`src/rtl/cordic_iter_sincos_if.sv`:
```
// Angle-in / sin-cos-out handshake bundle for the iterative CORDIC block.
interface cordic_iter_sincos_if #(
  parameter int unsigned WIDTH = 16
);
  logic                    radian_en;
  logic signed [WIDTH-1:0] angle;
  logic                    in_valid;
  logic                    in_ready;
  logic signed [WIDTH-1:0] sin;
  logic signed [WIDTH-1:0] cos;
  logic                    err;
  logic                    out_valid;
  logic                    out_ready;

  modport master (
    output radian_en, angle, in_valid, out_ready,
    input  in_ready, sin, cos, err, out_valid
  );

  modport slave (
    input  radian_en, angle, in_valid, out_ready,
    output in_ready, sin, cos, err, out_valid
  );
endinterface

```
`src/rtl/cordic_iter_sincos.sv`:
```
// Iterative rotation-mode CORDIC: one angle in (degrees or radians), sin/cos out.
// One micro-rotation per clock; quadrant folding keeps z inside +/-pi/2.
module cordic_iter_sincos #(
  parameter int unsigned WIDTH = 16,
  parameter int unsigned ITERS = 14
) (
  input logic                  clk,
  input logic                  rst,
  cordic_iter_sincos_if.slave  bus
);

  localparam int unsigned XW = WIDTH + 2;  // x/y with two headroom bits
  localparam int unsigned ZW = WIDTH + 1;  // z holds up to ~pi before folding
  localparam int unsigned IW = $clog2(ITERS + 1);

  localparam real PiR = 3.14159265358979323846;

  function automatic real pow2(input int n);
    real r;
    r = 1.0;
    for (int k = 0; k < n; k++) r = r * 2.0;
    return r;
  endfunction

  // Taylor series is enough for t <= 0.5; t = 1 is the one exact special case.
  function automatic real atan_r(input real t);
    real acc;
    real p;
    if (t >= 1.0) return PiR / 4.0;
    acc = 0.0;
    p   = t;
    for (int k = 0; k < 40; k++) begin
      if (k % 2 == 0) acc = acc + p / real'(2 * k + 1);
      else            acc = acc - p / real'(2 * k + 1);
      p = p * t * t;
    end
    return acc;
  endfunction

  localparam int unsigned PiQ     = $rtoi(PiR * pow2(WIDTH - 3) + 0.5);
  localparam int unsigned HalfPiQ = $rtoi(PiR / 2.0 * pow2(WIDTH - 3) + 0.5);
  localparam int unsigned DegK    = $rtoi(PiR / 180.0 * pow2(WIDTH - 3) + 0.5);
  localparam int unsigned XInit   = $rtoi(0.6072529350 * pow2(WIDTH - 2) + 0.5);

  localparam logic signed [WIDTH-1:0] PiS     = WIDTH'(PiQ);
  localparam logic signed [WIDTH-1:0] DegMaxS = WIDTH'(180);
  localparam logic signed [ZW-1:0]    PiZ     = ZW'(PiQ);
  localparam logic signed [ZW-1:0]    HalfZ   = ZW'(HalfPiQ);
  localparam logic signed [ZW-1:0]    DegKZ   = ZW'(DegK);

  localparam logic [1:0] StIdle = 2'd0;
  localparam logic [1:0] StPrep = 2'd1;
  localparam logic [1:0] StRot  = 2'd2;
  localparam logic [1:0] StDone = 2'd3;

  // Elaboration-time arctangent table, Q3.(WIDTH-3)
  logic signed [ZW-1:0] atan_tab [ITERS];
  for (genvar g = 0; g < ITERS; g++) begin : g_atan
    localparam int unsigned Entry = $rtoi(atan_r(1.0 / pow2(g)) * pow2(WIDTH - 3) + 0.5);
    assign atan_tab[g] = ZW'(Entry);
  end

  function automatic logic signed [WIDTH-1:0] sat(input logic signed [XW-1:0] v);
    if (v > $signed({3'b000, {(WIDTH-1){1'b1}}})) return {1'b0, {(WIDTH-1){1'b1}}};
    if (v < $signed({3'b111, {(WIDTH-1){1'b0}}})) return {1'b1, {(WIDTH-1){1'b0}}};
    return v[WIDTH-1:0];
  endfunction

  logic [1:0]              state_q, state_d;
  logic signed [WIDTH-1:0] angle_q, angle_d;
  logic                    rad_q, rad_d;
  logic signed [XW-1:0]    x_q, x_d, y_q, y_d;
  logic signed [ZW-1:0]    z_q, z_d;
  logic [IW-1:0]           i_q, i_d;
  logic                    neg_q, neg_d;
  logic signed [WIDTH-1:0] sin_q, sin_d, cos_q, cos_d;
  logic                    err_q, err_d;
  logic                    valid_q, valid_d;

  logic signed [ZW-1:0] angle_ext, z_raw, z_fold;
  logic                 range_err, fold;
  logic signed [XW-1:0] x_n, y_n, x_sh, y_sh;
  logic signed [ZW-1:0] z_n;
  logic                 d_pos;

  // Angle conversion, range check and quadrant fold for the PREP cycle
  always_comb begin
    angle_ext = {angle_q[WIDTH-1], angle_q};
    z_raw     = rad_q ? angle_ext : angle_ext * DegKZ;
    if (rad_q) range_err = (angle_q > PiS) || (angle_q < -PiS);
    else       range_err = (angle_q > DegMaxS) || (angle_q < -DegMaxS);
    fold   = (z_raw > HalfZ) || (z_raw < -HalfZ);
    z_fold = z_raw;
    if (z_raw > HalfZ)       z_fold = z_raw - PiZ;
    else if (z_raw < -HalfZ) z_fold = z_raw + PiZ;
  end

  // One micro-rotation; direction follows the sign of the residual angle
  always_comb begin
    d_pos = ~z_q[ZW-1];
    x_sh  = x_q >>> i_q;
    y_sh  = y_q >>> i_q;
    x_n   = d_pos ? x_q - y_sh : x_q + y_sh;
    y_n   = d_pos ? y_q + x_sh : y_q - x_sh;
    z_n   = d_pos ? z_q - atan_tab[i_q] : z_q + atan_tab[i_q];
  end

  // Next-state and datapath sequencing
  always_comb begin
    state_d = state_q;
    angle_d = angle_q;
    rad_d   = rad_q;
    x_d     = x_q;
    y_d     = y_q;
    z_d     = z_q;
    i_d     = i_q;
    neg_d   = neg_q;
    sin_d   = sin_q;
    cos_d   = cos_q;
    err_d   = err_q;
    valid_d = valid_q;
    case (state_q)
      StIdle: begin
        if (bus.in_valid) begin
          angle_d = bus.angle;
          rad_d   = bus.radian_en;
          state_d = StPrep;
        end
      end
      StPrep: begin
        if (range_err) begin
          err_d   = 1'b1;
          sin_d   = '0;
          cos_d   = '0;
          state_d = StDone;
        end else begin
          err_d   = 1'b0;
          z_d     = z_fold;
          neg_d   = fold;
          x_d     = XW'(XInit);
          y_d     = '0;
          i_d     = '0;
          state_d = StRot;
        end
      end
      StRot: begin
        x_d = x_n;
        y_d = y_n;
        z_d = z_n;
        i_d = i_q + IW'(1);
        if (i_q == IW'(ITERS - 1)) begin
          sin_d   = sat(neg_q ? -y_n : y_n);
          cos_d   = sat(neg_q ? -x_n : x_n);
          state_d = StDone;
        end
      end
      StDone: begin
        // out_valid rises one edge after DONE is entered, then waits for the consumer
        if (!valid_q) begin
          valid_d = 1'b1;
        end else if (bus.out_ready) begin
          valid_d = 1'b0;
          state_d = StIdle;
        end
      end
      default: state_d = StIdle;
    endcase
  end

  // State registers with asynchronous active-low clear
  always_ff @(posedge clk or negedge rst) begin
    if (!rst) begin
      state_q <= StIdle;
      angle_q <= '0;
      rad_q   <= 1'b0;
      x_q     <= '0;
      y_q     <= '0;
      z_q     <= '0;
      i_q     <= '0;
      neg_q   <= 1'b0;
      sin_q   <= '0;
      cos_q   <= '0;
      err_q   <= 1'b0;
      valid_q <= 1'b0;
    end else begin
      state_q <= state_d;
      angle_q <= angle_d;
      rad_q   <= rad_d;
      x_q     <= x_d;
      y_q     <= y_d;
      z_q     <= z_d;
      i_q     <= i_d;
      neg_q   <= neg_d;
      sin_q   <= sin_d;
      cos_q   <= cos_d;
      err_q   <= err_d;
      valid_q <= valid_d;
    end
  end

  assign bus.in_ready  = (state_q == StIdle);
  assign bus.sin       = sin_q;
  assign bus.cos       = cos_q;
  assign bus.err       = err_q;
  assign bus.out_valid = valid_q;

endmodule

```
`src/flat_wrapper.sv`:
```
// flat-port wrapper written by rule: the top's interface ports become plain ports
module cordic_iter_sincos_flat 
#(
  parameter int unsigned WIDTH = 16,
  parameter int unsigned ITERS = 14
)
  (clk, rst, bus_radian_en, bus_angle, bus_in_valid, bus_out_ready, bus_in_ready, bus_sin, bus_cos, bus_err, bus_out_valid);
  cordic_iter_sincos_if #(.WIDTH(WIDTH)) bus_i ();
  input logic clk;
  input logic rst;
  input wire logic [$bits(bus_i.radian_en)-1:0] bus_radian_en;
  input wire logic [$bits(bus_i.angle)-1:0] bus_angle;
  input wire logic [$bits(bus_i.in_valid)-1:0] bus_in_valid;
  input wire logic [$bits(bus_i.out_ready)-1:0] bus_out_ready;
  output wire logic [$bits(bus_i.in_ready)-1:0] bus_in_ready;
  output wire logic [$bits(bus_i.sin)-1:0] bus_sin;
  output wire logic [$bits(bus_i.cos)-1:0] bus_cos;
  output wire logic [$bits(bus_i.err)-1:0] bus_err;
  output wire logic [$bits(bus_i.out_valid)-1:0] bus_out_valid;
  assign bus_i.radian_en = bus_radian_en;
  assign bus_i.angle = bus_angle;
  assign bus_i.in_valid = bus_in_valid;
  assign bus_i.out_ready = bus_out_ready;
  assign bus_in_ready = bus_i.in_ready;
  assign bus_sin = bus_i.sin;
  assign bus_cos = bus_i.cos;
  assign bus_err = bus_i.err;
  assign bus_out_valid = bus_i.out_valid;
  cordic_iter_sincos #(.WIDTH(WIDTH), .ITERS(ITERS)) u_core (.clk(clk), .rst(rst), .bus(bus_i));
endmodule
```
`config.mk`:
```
export PLATFORM = sky130hd
export DESIGN_NAME = cordic_iter_sincos_flat
export DESIGN_NICKNAME = d
export VERILOG_FILES = /design/src/rtl/cordic_iter_sincos_if.sv /design/src/rtl/cordic_iter_sincos.sv /design/src/flat_wrapper.sv
export SDC_FILE = /design/constraint.sdc
export NUM_CORES = 1
export LEC_CHECK = 0
export BUFFER_PORTS_ARGS = -buffer_cell sky130_fd_sc_hd__buf_2
export CORE_MARGIN = 5
export CORE_UTILIZATION = 50
export DETAILED_ROUTE_END_ITERATION = 12
export PLACE_DENSITY = 0.76
export SLEW_MARGIN = 10
export SYNTH_ARGS = -nofsm -noshare
export SYNTH_HDL_FRONTEND = slang
export SYNTH_SLANG_ARGS = --single-unit
```
`constraint.sdc`:
```
create_clock -name clk -period 13.45 [get_ports clk]
set_clock_uncertainty 0.05 [all_clocks]
set_input_delay 2.0175 -clock clk [delete_from_list [all_inputs] [get_ports clk]]
set_output_delay 2.0175 -clock clk [all_outputs]
set_load 0.1 [all_outputs]
```
==> summary.md <==
| Metric | Value |
|---|---|
| CTS Root Cell | clkbuf_16 |
| Setup Crit Path Kind | reg -> reg |
| Area Overhead vs Synth | 5.87% |
| Die Area | 32800 µm² |
| Synthesized instance count | 1753 |
| Diode count | 0 |
| # DRC | 0 |
| Postcts setup bufs | 0 |
| Drt first-iter violations | 1187 |
| Die Y | 181 µm |
| Die width | 181 µm |
| Num CTS Buffers | 9 |
| Vias per std cell | 6.37 |
| Routed len/inst | 18.9 µm |
| Share of cells above drive strength 1 | 0.110 |
| CORE AREA | 28800 µm² |
| XOR/XNOR Fraction of Synth Area | 0.0673 |
| Slew @ Worst Pin | 1.12 ns |
| Row count | 62 |
| Post-synth ARST share | 1.00 |
| Initial Util | 0.509 |
| Slowest cell on crit path | dfrtp_2 |
| Largest net degree at the start of global routing | 74 |
| Io pins | 56 |
| F_max | 131 MHz |
| Synth Register Bits | 111 |
| Req. time, crit path | 13.63 ns |
| Worst hold slack | 0.436 ns |
| Synth Area in Compound Gates | 0.231 |
| Number of global-route vias before repair | 13200 |
| Final setup TNS | 0 ns |
| Critical path's largest stage delay | 1.00 ns |
| Post-synthesis mux area share | 0.106 |
| Routability cong. | 0.951 |
| Post-synth EDFFs | 0 |
| Worst-path clk slew | 0.08 ns |
| Syn_nets | 1953 |
| Crit path capture type | flop |
| Synthesized cell area | 14600 µm² |
| CP max FO | 44 |
| Antenna violations before repair | 0 |
| Port Buffers | 55 |
| Most frequent cells in the layout | nand2_1, ha_1, nor2_1 |
| Slew HR | 0.250 |
| Post-DP HPWL | 30.2 mm |
| # resized after CTS | 0 |
| Hold Vio Cnt, Final | 0 |
| Delay-heaviest family, CP | compound AO/OA/AOI/OAI gates |
| WP buf/inv | 1 |
| Clock sink count | 111 |
| Grt ovf | 0 |
| Synth Area per Inst | 8.35 µm² |
| Final min period | 7.63 ns |
| Outcome | finished clean |
| DRT Pass-1 Iters | 6 |
| Final setup vio count | 0 |
| Simple-gate share of the synthesized area | 0.179 |
| Worst Hold Class | reg -> reg |
| Adder-cell share of the synthesized area | 0.172 |
| Main combinational cell family by area after synthesis | compound AO/OA/AOI/OAI gates |
| Final WL | 40.5 mm |
| DR vias | 13600 |
| Slew Limit Fails | 0 |
| Final Cycle Share | 0.567 |
| Register area share after synthesis | 0.190 |
| # hold bufs at CTS | 0 |
| Inst Count DP | 2124 |
| Max Root-Sink Buffers | 2 |
| Fin cells | 2140 |
| Startpoint types | flop |
| RSZ-0062 raised after global routing | false |
| Flop-to-flop setup slack | 5.82 ns |
| Syn. warnings | 0 |
| GRT Total Usage | 0.243 |
| Post-synth top flop | dfrtp_1 |
| Max-cap viol count | 0 |
| Unique masters post-synth | 82 |
| Clk_lat worst skew | 0.38 ns |
| Final core occ | 0.539 |
| Final ANT Viol Nets | 0 |
| CP Cell Sequence | clkinv_1 -> mux2_2 -> a222oi_1 -> ha_1 -> o21a_1 -> nor2_1 -> xnor2_1 -> ha_1 -> and3_1 -> a22o_1 -> o211ai_1 -> a21oi_1 -> o311ai_1 -> nand4_1 -> o41ai_2 -> xnor2_1 -> a311oi_4 -> o311ai_1 |
| CTS tree | done |
| Final Net Count | 1951 |
| First-pass GRT wire length | 67.3 mm |
| H-tree Lvls | 3 |
| Commonest non-fill, non-tap cell in the layout | nand2_1 |
| Critical Path AT | 7.81 ns |
==> synth_stat cells (15+ instances only) <==
| master | number | share of area |
|---|---|---|
| a21oi_1 | 91 | 0.031 |
| buf_2 | 17 | 0.0058 |
| and3_1 | 16 | 0.0068 |
| nand3_1 | 48 | 0.016 |
| o31ai_1 | 29 | 0.015 |
| a31oi_1 | 29 | 0.012 |
| nand2b_1 | 21 | 0.0090 |
| ha_1 | 141 | 0.12 |
| a21o_1 | 15 | 0.0077 |
| o221ai_1 | 16 | 0.0096 |
| dfrtp_1 | 111 | 0.19 |
| mux4_2 | 23 | 0.035 |
| o211ai_1 | 20 | 0.010 |
| nor2_1 | 127 | 0.033 |
| nor3_1 | 50 | 0.017 |
| o311ai_1 | 17 | 0.010 |
| nor2b_1 | 20 | 0.0085 |
| o21a_1 | 26 | 0.013 |
| o22ai_1 | 15 | 0.0064 |
| fa_1 | 38 | 0.052 |
| inv_1 | 108 | 0.028 |
| xnor2_1 | 57 | 0.034 |
| clkbuf_1 | 49 | 0.013 |
| mux2_2 | 49 | 0.038 |
| xor2_1 | 53 | 0.032 |
| and2_1 | 17 | 0.0073 |
| o21ai_0 | 86 | 0.029 |
| nand2_1 | 171 | 0.044 |
| or3_1 | 19 | 0.0081 |
| mux2i_1 | 47 | 0.032 |
==> area by class of cell <==
class	count	area (µm²)
Fill cell	2622	13300
Sequential cell	111	2780
Clock inverter	5	63.8
Tap cell	384	480
Clock buffer	11	253
Multi-Input combinational cell	1443	11100
Timing Repair Buffer	72	405
Inverter	114	428
==> routing by layer <==
metal / part of all wire / wire [µm] / global-route usage / vias up
met4: 0.026 / 1030 / 0.0739 / 0
met2: 0.46 / 18700 / 0.403 / 507
met5: 0 / 0 / 0 / -
met3: 0.065 / 2630 / 0.0300 / 66
met1: 0.45 / 18200 / 0.333 / 6602
li1: - / - / - / 6458
==> worst reg2reg max path, delay by kind of cell (launching register included) <==
| family | cells | cell delay, ns |
|---|---|---|
| buffers and inverters | 1 | 0.83 |
| multiplexers | 1 | 0.51 |
| AND/OR/NAND/NOR | 3 | 0.50 |
| AO/OA/AOI/OAI | 9 | 3.63 |
| flip-flops | 1 | 1.00 |
| XOR/XNOR | 2 | 0.36 |
| adder cells (fa/ha/maj) | 2 | 0.60 |
==> sequential cells by signal, indices dropped and copies added (netlist names) <==
register and count:
u_core.x_q 18, u_core.bus.err 1, u_core.neg_q 1, u_core.angle_q 16, u_core.state_q 2, u_core.z_q 17
u_core.bus.cos 16, u_core.y_q 18, u_core.rad_q 1, u_core.i_q 4, u_core.bus.sin 16, u_core.bus.out_valid 1
==> per-stage QoR <==
stage / setup slack [ns] / cell area (µm²)
after floorplan: 7.33 / 14600
after global placement: 6.33 / 15200
after detailed placement: 5.96 / 15200
after CTS: 5.89 / 15500
after global routing: 5.28 / 15500
final: 5.82 / 15500
==> path summary, 6_finish.rpt <==
kind,endpoint,startpoint,cells past startpoint
hold / removal,u_core.bus.cos[14],u_core.bus.cos[14],2
hold reg to reg,u_core.bus.cos[14],u_core.bus.cos[14],2
max in group asynchronous,u_core.i_q[0],rst,2
min in group asynchronous,u_core.z_q[7],rst,1
setup / recovery,u_core.bus.cos[3],u_core.i_q[0],18
setup reg to reg,u_core.bus.cos[3],u_core.i_q[0],18
==> cell families (layout without fill, tap and decap cells) <==
kind of cell,count (synthesis),after routing
compound gates,483,483
xor+xnor,111,111
fa+ha+maj,179,179
buf+inv,199,202
flops,111,111
mux,120,120
simple gates,550,550
Power is left out: the tool's default activity adds up to more than one toggle a clock period on the data nets, which glitch-free logic cannot reach.
